File: src/rtl/ifetch_unit.sv
// ifetch_unit: instruction-fetch stage of the multi-cycle MIPS core.
//
// Holds the PC and fetches one instruction word at a time from instruction
// memory over a req/ack handshake. The fetched word is held for the
// decode/control stage. The next PC is then chosen from the decoded control
// flags, the ALU Zero flag and the branch target. instr_valid marks the single
// commit cycle of each instruction, so downstream writes happen exactly once.
//
// Ports:
//   clock        in   system clock, rising edge
//   reset        in   asynchronous active-low reset
//   imem_req     out  fetch request (high only in FETCH)
//   imem_addr    out  word address = pc[IMEM_ADDR_W+1:2]
//   imem_ack     in   imem_rdata valid this cycle (honoured only in FETCH)
//   imem_rdata   in   instruction word from memory
//   stall        in   holds the commit in EXEC
//   Jr, Jmp, Jal, Branch, nBranch  in  decoded control flags
//   Zero         in   ALU zero flag
//   Addr_result  in   branch target
//   Read_data_1  in   rs value (jr target)
//   Instruction  out  held instruction word
//   instr_valid  out  commit strobe
//   pc           out  address of the held instruction
//   link_addr    out  pc + 4 (jal link value)
//   fetch_fault  out  sticky misaligned-target fault
module ifetch_unit #(
   parameter logic [31:0] RESET_PC    = 32'h0000_0000,
   parameter int          IMEM_ADDR_W = 14
) (
   input  logic                   clock,
   input  logic                   reset,
   output logic                   imem_req,
   output logic [IMEM_ADDR_W-1:0] imem_addr,
   input  logic                   imem_ack,
   input  logic [31:0]            imem_rdata,
   input  logic                   stall,
   input  logic                   Jr,
   input  logic                   Jmp,
   input  logic                   Jal,
   input  logic                   Branch,
   input  logic                   nBranch,
   input  logic                   Zero,
   input  logic [31:0]            Addr_result,
   input  logic [31:0]            Read_data_1,
   output logic [31:0]            Instruction,
   output logic                   instr_valid,
   output logic [31:0]            pc,
   output logic [31:0]            link_addr,
   output logic                   fetch_fault
);

   typedef enum logic [1:0] {
      IDLE  = 2'd0,
      FETCH = 2'd1,
      EXEC  = 2'd2,
      HALT  = 2'd3
   } state_t;

   state_t      state;
   state_t      state_next;
   logic [31:0] pc_next;
   logic [31:0] instr_next;
   logic        fault_next;
   logic [31:0] pc_plus4;
   logic [31:0] jump_target;
   logic        take_branch;
   logic [31:0] next_pc;

   // Wraps modulo 2^32, so 0xFFFFFFFC + 4 gives 0.
   assign pc_plus4    = pc + 32'd4;
   assign link_addr   = pc_plus4;
   assign jump_target = {pc_plus4[31:28], Instruction[25:0], 2'b00};
   assign take_branch = (Branch && Zero) || (nBranch && !Zero);
   // pc only changes on a commit, so the address is stable while imem_req is high.
   assign imem_addr   = pc[IMEM_ADDR_W+1:2];

   // Target selection for the held instruction, with jr having the highest priority.
   always_comb begin
      next_pc = pc_plus4;
      if (Jr) begin
         next_pc = Read_data_1;
      end else if (Jmp || Jal) begin
         next_pc = jump_target;
      end else if (take_branch) begin
         next_pc = Addr_result;
      end else begin
         next_pc = pc_plus4;
      end
   end

   // Sequencer next-state, datapath next values and handshake/commit outputs.
   always_comb begin
      state_next  = state;
      pc_next     = pc;
      instr_next  = Instruction;
      fault_next  = fetch_fault;
      imem_req    = 1'b0;
      instr_valid = 1'b0;
      case (state)
         IDLE: begin
            state_next = FETCH;
         end
         FETCH: begin
            imem_req = 1'b1;
            if (imem_ack) begin
               instr_next = imem_rdata;
               state_next = EXEC;
            end else begin
               state_next = FETCH;
            end
         end
         EXEC: begin
            if (stall) begin
               state_next = EXEC;
            end else begin
               instr_valid = 1'b1;
               // A misaligned target is not loaded; the unit parks in HALT instead.
               if (next_pc[1:0] != 2'b00) begin
                  fault_next = 1'b1;
                  state_next = HALT;
               end else begin
                  pc_next    = next_pc;
                  state_next = FETCH;
               end
            end
         end
         HALT: begin
            state_next = HALT;
         end
         default: begin
            state_next = IDLE;
         end
      endcase
   end

   // State, PC, held instruction and sticky fault registers.
   always_ff @(posedge clock or negedge reset) begin
      if (!reset) begin
         state       <= IDLE;
         pc          <= RESET_PC;
         Instruction <= 32'h0000_0000;
         fetch_fault <= 1'b0;
      end else begin
         state       <= state_next;
         pc          <= pc_next;
         Instruction <= instr_next;
         fetch_fault <= fault_next;
      end
   end

endmodule

File: config.mk
export PLATFORM = sky130hd
export DESIGN_NAME = ifetch_unit
export DESIGN_NICKNAME = d
export VERILOG_FILES = /design/src/rtl/ifetch_unit.sv
export SDC_FILE = /design/constraint.sdc
export NUM_CORES = 1
export LEC_CHECK = 0
export CAP_MARGIN = 20
export CORE_ASPECT_RATIO = 1.75
export CORE_MARGIN = 4
export CORE_UTILIZATION = 44
export DETAILED_ROUTE_END_ITERATION = 10
export PLACE_DENSITY = 0.87
export SLEW_MARGIN = 20
export SYNTH_ARGS = -nofsm -noshare
export SYNTH_HDL_FRONTEND = slang
export SYNTH_SLANG_ARGS = --single-unit
export TNS_END_PERCENT = 10
File: constraint.sdc
create_clock -name clock -period 6.1 [get_ports clock]
set_clock_uncertainty 0.15 [all_clocks]
set_input_delay 1.22 -clock clock [delete_from_list [all_inputs] [get_ports clock]]
set_output_delay 1.22 -clock clock [all_outputs]
set_load 0.05 [all_outputs]
==> results of run 1 <==
==> layer usage <==
layer  part of all wire  GRT usage
met1               0.35      0.323
met2               0.52      0.499
met5                  0          0
met3              0.073     0.0589
met4              0.055      0.162
==> flip-flops by register name, indices dropped and copies added (netlist names) <==
| signal | flops |
|---|---|
| state | 2 |
| pc | 32 |
| Instruction | 32 |
| fetch_fault | 1 |
==> through the flow <==
stage	hold WS [ns]	power [mW]
floorplan	0.362	1.41
global placement	0.301	1.85
detailed placement	0.296	1.87
CTS	0.312	2.41
global route	0.331	2.49
finish	0.314	2.40
==> layout by cell type (no fill, tap or decap), types with 3 or more instances in the layout <==
cell type	instances
and3_1	15
o211ai_1	3
mux2i_1	3
a2111oi_0	3
buf_4	6
a31o_2	5
clkbuf_8	3
nand2_1	48
a21oi_1	26
mux2_2	32
inv_1	8
nand2b_1	6
nor3_1	12
a32o_1	4
or3_1	3
clkbuf_1	3
o21ai_0	33
a211oi_1	8
clkdlybuf4s50_1	216
clkbuf_16	9
and2_1	5
nand3_1	22
nand4_1	11
o31ai_1	11
or2_2	3
and4_1	3
dfrtp_1	67
o22ai_1	4
xnor2_1	16
nor2_1	29
xor2_1	7
o31a_1	3
a31oi_1	9
==> Yosys cell counts, types with 11 or more instances <==
cell,instances,area share
nor3_1,12,0.014
dfrtp_1,67,0.38
buf_4,17,0.029
nand3_1,22,0.025
and3_1,15,0.021
nor2_1,30,0.026
mux2_2,32,0.082
o21ai_0,33,0.038
nand4_1,11,0.016
a21oi_1,26,0.030
xnor2_1,16,0.032
clkbuf_1,20,0.017
o31ai_1,11,0.019
nand2_1,48,0.041
==> power by group through the flow <==
stage	Combinational, mW	Clock, mW	Sequential (mW)
2_1_floorplan	0.454	0	0.960
3_3_place_gp	1.19	0	0.659
3_5_place_dp	1.20	0	0.668
4_1_cts	1.20	0.546	0.663
5_1_grt	1.24	0.565	0.682
6_report	1.20	0.538	0.667
==> worst max-delay path: stages, from the launching register on <==
cell and delay [ns]:
dfrtp_1 0.55, nand4_4 0.23, nor4_1 0.68, nand4_1 0.27
xnor2_1 0.29, clkdlybuf4s50_1 0.86
==> worst max path at each step <==
stage                          endpoint              start  slack [ns]  cells after the start
after global routing      link_addr[22]  pc[9]$_DFFE_PN0P_        1.39                      5
final                     link_addr[22]  pc[9]$_DFFE_PN0P_        1.51                      5
after CTS                 link_addr[22]  pc[9]$_DFFE_PN0P_        1.56                      5
after floorplan           link_addr[26]  pc[9]$_DFFE_PN0P_        2.13                      5
after global placement      instr_valid              stall        1.82                      3
after detailed placement    instr_valid              stall        1.79                      3
==> cell type report <==
cell class	instances	share of cell area
sequential	67	0.246
multi-input combinational	360	0.356
inverter	9	0.00496
clock buffer	15	0.0407
tap	125	0.0229
timing repair buffer	224	0.325
clock inverter	1	0.00441
==> cell families after synthesis <==
family | Yosys count
DFF | 67
and+or+nand+nor | 171
muxes | 37
AOI/OAI and AO/OA | 128
adders and majority gates | 1
xor gates and xnor gates | 23
buffers and inverters | 54
==> out/metrics.yaml, run 1 <==
power:
  intPower_mw: 1.31
  p_leak_nw: 2.76
  power_frac_seq: 0.278
  p_switching_mw: 1.09
  p_comb_frac: 0.498
  p_per_area_mw_per_mm2: 352
  switching_share: 0.455
  pwr-share-clk: 0.224
  irDropWorstVdd_mv: 0.217
yosys:
  yosysUniqueCellTypes: 62
  yosys_warnings: 0
  ys.flop_type: "dfrtp_1"
  synth_edf_count: 0
  yosys.area_share.xor_xnor: 0.0459
  synth_simple_gate_area_frac: 0.207
  netlist_area_sq_mm: 0.00438
  synth-compound-area-share: 0.201
  synthArstFlopShare: 1.00
  syn-num-nets: 588
  netlist_instances: 481
  synth_top_family_by_area: "simple AND/OR/NAND/NOR gates"
  ys_seq_elements: 67
  avgSynthCellArea_sq_um: 9.11
  yosys-mux-area-fraction: 0.0959
  synth-adder-area-share: 0.00285
  yosysSeqAreaShare: 0.382
floorplanning:
  rows: 48
  io_pins: 219
  fp.dieH_um: 140
  fp.dieW_um: 83.5
  die-area_sq_mm: 0.0117
  core_area_sq_mm: 0.00979
  initial_core_util: 0.448
placement:
  postPlaceCellArea_sq_mm: 0.00651
  place_inst: 785
  post-place-ws_ns: 1.79
  gp_congestion: 0.897
  io_buffers: 218
  hpwl_um: 12600
detailed_routing:
  vias: 4823
  remaining_drc_errors: 0
  vias_per_cell: 6.02
  first_pass_iters: 5
  wl_um: 16900
  drtIter0Drc: 531
  wire_per_inst_um: 21.1
  postRouteAntennaNets: 0
finish:
  final_core_util: 0.696
  n_fill_cell: 761
  final_cell_area_sq_mm: 0.00682
  drive_gt1_frac: 0.111
  multi_input_area_sq_mm: 0.00242
  fin_cells: 801
  antenna_cells: 0
  nNetsFinal: 778
  area_growth_pct: 55.5
  regArea_sq_mm: 0.00168
clock_network:
  cts_sinks: 67
  cts_resized: 0
  clk_latency_ns: 0.34
  cts_setup_buffers: 0
  ctsHoldBuffers: 0
  root_buffer: "clkbuf_16"
  clockBufferDepth: 2
  cts_buffers: 9
  cts_tree: "yes"
  clk_pin_slew_ns: 0.05
  h-tree-depth: 3
critical_path:
  r2r_cells: 5
  crit_type: "reg2out"
  end_kind: "output port"
  critPathLaunchType: "flip-flop"
  required_ns: 4.73
  worstPathMaxFanout: 9
  r2r_start: "state[0]$_DFF_PN0_"
  r2r_setup_slack_ns: 3.35
  crit-reg2reg-capture: "pc[17]$_DFFE_PN0P_"
  critical_path_arrival_ns: 3.22
status:
  status: "complete, no violations"
grt:
  grt_max_degree: 68
  grt-ovfl-total: 0
  grt_pass1_vias: 4921
  grt_antenna_before_repair: 0
  grt_pass1_wl_um: 26500
  grt_use_total: 0.287
timing:
  fmax_ghz: 0.218
  fin_crit_sh: 0.753
  tightest_slew_ns: 1.03
  finalMaxSlewViolations: 0
  hold_violations: 0
  fin_crit_ns: 4.59
  max-slew-margin-rel: 0.299
  finalSetupTns_ns: 0
  finalWorstSetupSlack_ns: 1.51
  setup_viol: 0
  rsz0062_at_grt: "false"
worst_hold_path:
  hold_end: "fetch_fault$_DFFE_PN0P_"
  hold_depth: 1
  min_from: "fetch_fault$_DFFE_PN0P_"
  hold_class: "reg2reg"
run:
  maxCapViolCount: 0
No activity file was read; power rests on OpenSTA's default activity.
==> run 2, diff against run 1 <==
CORE_UTILIZATION = 41   (was 44)
PLACE_DENSITY = 0.82   (was 0.87)
clock period = 4.3 ns   (was 6.1 ns; I/O delays follow)
==> out/metrics.yaml, run 2 (same netlist as run 1, synthesis figures left out) <==
floorplanning:
  rows: 49
  core_area_sq_mm: 0.0104
  io_pins: 219
  fp.dieW_um: 86.2
  fp.dieH_um: 145
  die-area_sq_mm: 0.0125
  initial_core_util: 0.423
finish:
  regArea_sq_mm: 0.00168
  area_growth_pct: 56.0
  nNetsFinal: 784
  n_fill_cell: 844
  fin_cells: 808
  final_cell_mix: "clkdlybuf4s50_1, dfrtp_1, nand2_1"
  drive_gt1_frac: 0.120
  antenna_cells: 0
  layout_commonest_cell: "clkdlybuf4s50_1"
  reg_top3: "Instruction x32, pc x32, state x2"
  multi_input_area_sq_mm: 0.00242
timing:
  setup_viol: 0
  fin_crit_sh: 0.955
  hold_violations: 0
  fin_crit_ns: 4.11
  fmax_ghz: 0.244
  rsz0062_at_grt: "false"
  max-slew-margin-rel: 0.415
  finalSetupTns_ns: 0
  tightest_slew_ns: 0.875
  finalMaxSlewViolations: 0
power:
  switching_share: 0.461
  pwr-share-clk: 0.207
  intPower_mw: 1.80
  p_per_area_mw_per_mm2: 488
  p_leak_nw: 2.78
  p_comb_frac: 0.512
  irDropWorstVdd_mv: 0.339
  p_switching_mw: 1.54
  power_frac_seq: 0.280
critical_path:
  critPathLaunchType: "flip-flop"
  worstPathMaxFanout: 8
  r2r_start: "state[0]$_DFF_PN0_"
  crit-reg2reg-capture: "pc[17]$_DFFE_PN0P_"
  r2r_setup_slack_ns: 1.84
  required_ns: 3.29
  crit_buf_inv: 1
  slowest_delay_ns: 0.86
  crit_family: "simple AND/OR/NAND/NOR gates"
  startpoint: "pc[10]$_DFFE_PN0P_"
  crit_type: "reg2out"
  critical_path_arrival_ns: 3.10
  cp_slowest_cell: "clkdlybuf4s50_1"
  cp_cell_sequence: "nand4_4 -> nor4_1 -> nand4_1 -> xnor2_1 -> clkdlybuf4s50_1"
  end_kind: "output port"
  r2r_cells: 4
worst_hold_path:
  hold_end: "fetch_fault$_DFFE_PN0P_"
  hold_class: "reg2reg"
  hold_depth: 1
  min_from: "fetch_fault$_DFFE_PN0P_"
placement:
  gp_congestion: 0.885
  place_inst: 793
  io_buffers: 218
  hpwl_um: 13000
run:
  maxCapViolCount: 0
detailed_routing:
  remaining_drc_errors: 0
  postRouteAntennaNets: 0
  vias: 4748
  wl_um: 16900
  first_pass_iters: 5
  wire_per_inst_um: 20.9
  vias_per_cell: 5.88
  drtIter0Drc: 324
clock_network:
  clk_latency_ns: 0.33
  cts_tree: "yes"
  cts_setup_buffers: 0
  cts_buffers: 9
  root_buffer: "clkbuf_16"
  ctsHoldBuffers: 0
  clk_pin_slew_ns: 0.06
  cts_resized: 0
  h-tree-depth: 3
  cts_sinks: 67
  clockBufferDepth: 2
grt:
  met2_usage: 0.474
  use_met1: 0.297
  grtUsageMet3: 0.0555
  grt_max_degree: 68
  grt_use_total: 0.267
  grt_pass1_vias: 4841
  grt-ovfl-total: 0
  grt_busiest_layer: "met2"
  grt_antenna_before_repair: 0
  grt_pass1_wl_um: 25800
status:
  status: "complete, no violations"
[run 2: cell count changes in the layout (fill, tap and decap cells not counted), sizes merged]
| cell | before | now |
|---|---|---|
| buf | 8 | 14 |
| clkinv | 1 | 3 |
| bufinv | 1 | 0 |
| clkbuf | 15 | 13 |
[run 2: worst max path at each step]
stage / slack [ns] / endpoint / cells past startpoint
6_report: 0.19 / link_addr[22] / 5
3_5_place_dp: 0.58 / link_addr[22] / 5
3_3_place_gp: 0.64 / link_addr[22] / 5
4_1_cts: 0.21 / link_addr[22] / 5
5_1_grt: 0.1 / link_addr[31] / 5
2_1_floorplan: 0.69 / link_addr[26] / 5
[run 2: power groups by stage]
stage	sequential, mW	combinational (mW)	clock, mW
after global routing	0.958	1.77	0.729
final	0.936	1.71	0.693
after CTS	0.932	1.72	0.704
after floorplan	1.36	0.645	0
after detailed placement	0.941	1.71	0
after global placement	0.929	1.70	0
[run 2: area by class of cell]
class,instances,area share
clock inverters,2,0.00146
clock buffers,13,0.0395
inverters,9,0.00494
repair buffers,230,0.331
multi-input cells,360,0.355
well taps,127,0.0232
flip-flops and latches,67,0.245
[run 2: worst register-to-register path, stage by stage (launching register included)]
cell and delay (ns):
dfrtp_1 0.41, nor3b_2 0.41, o311ai_4 0.34, a2111oi_0 0.84, a22oi_1 0.14
[run 2: stage by stage]
stage / instance area [sq um] / worst slack (ns) / hold WS (ns) / total power, mW / utilization
after floorplan: 4380 / 0.686 / 0.362 / 2.01 / -
after global placement: 6560 / 0.643 / 0.310 / 2.63 / 0.633
after detailed placement: 6560 / 0.583 / 0.315 / 2.65 / 0.633
after CTS: 6840 / 0.208 / 0.336 / 3.35 / 0.660
after global routing: 6840 / 0.0975 / 0.353 / 3.46 / 0.660
final: 6840 / 0.194 / 0.334 / 3.34 / 0.660
[run 2: routing by layer]
metal,vias to the layer above,part of all wire
met4,0,0.051
li1,2147,-
met3,62,0.073
met1,2294,0.35
met2,245,0.52
met5,-,0
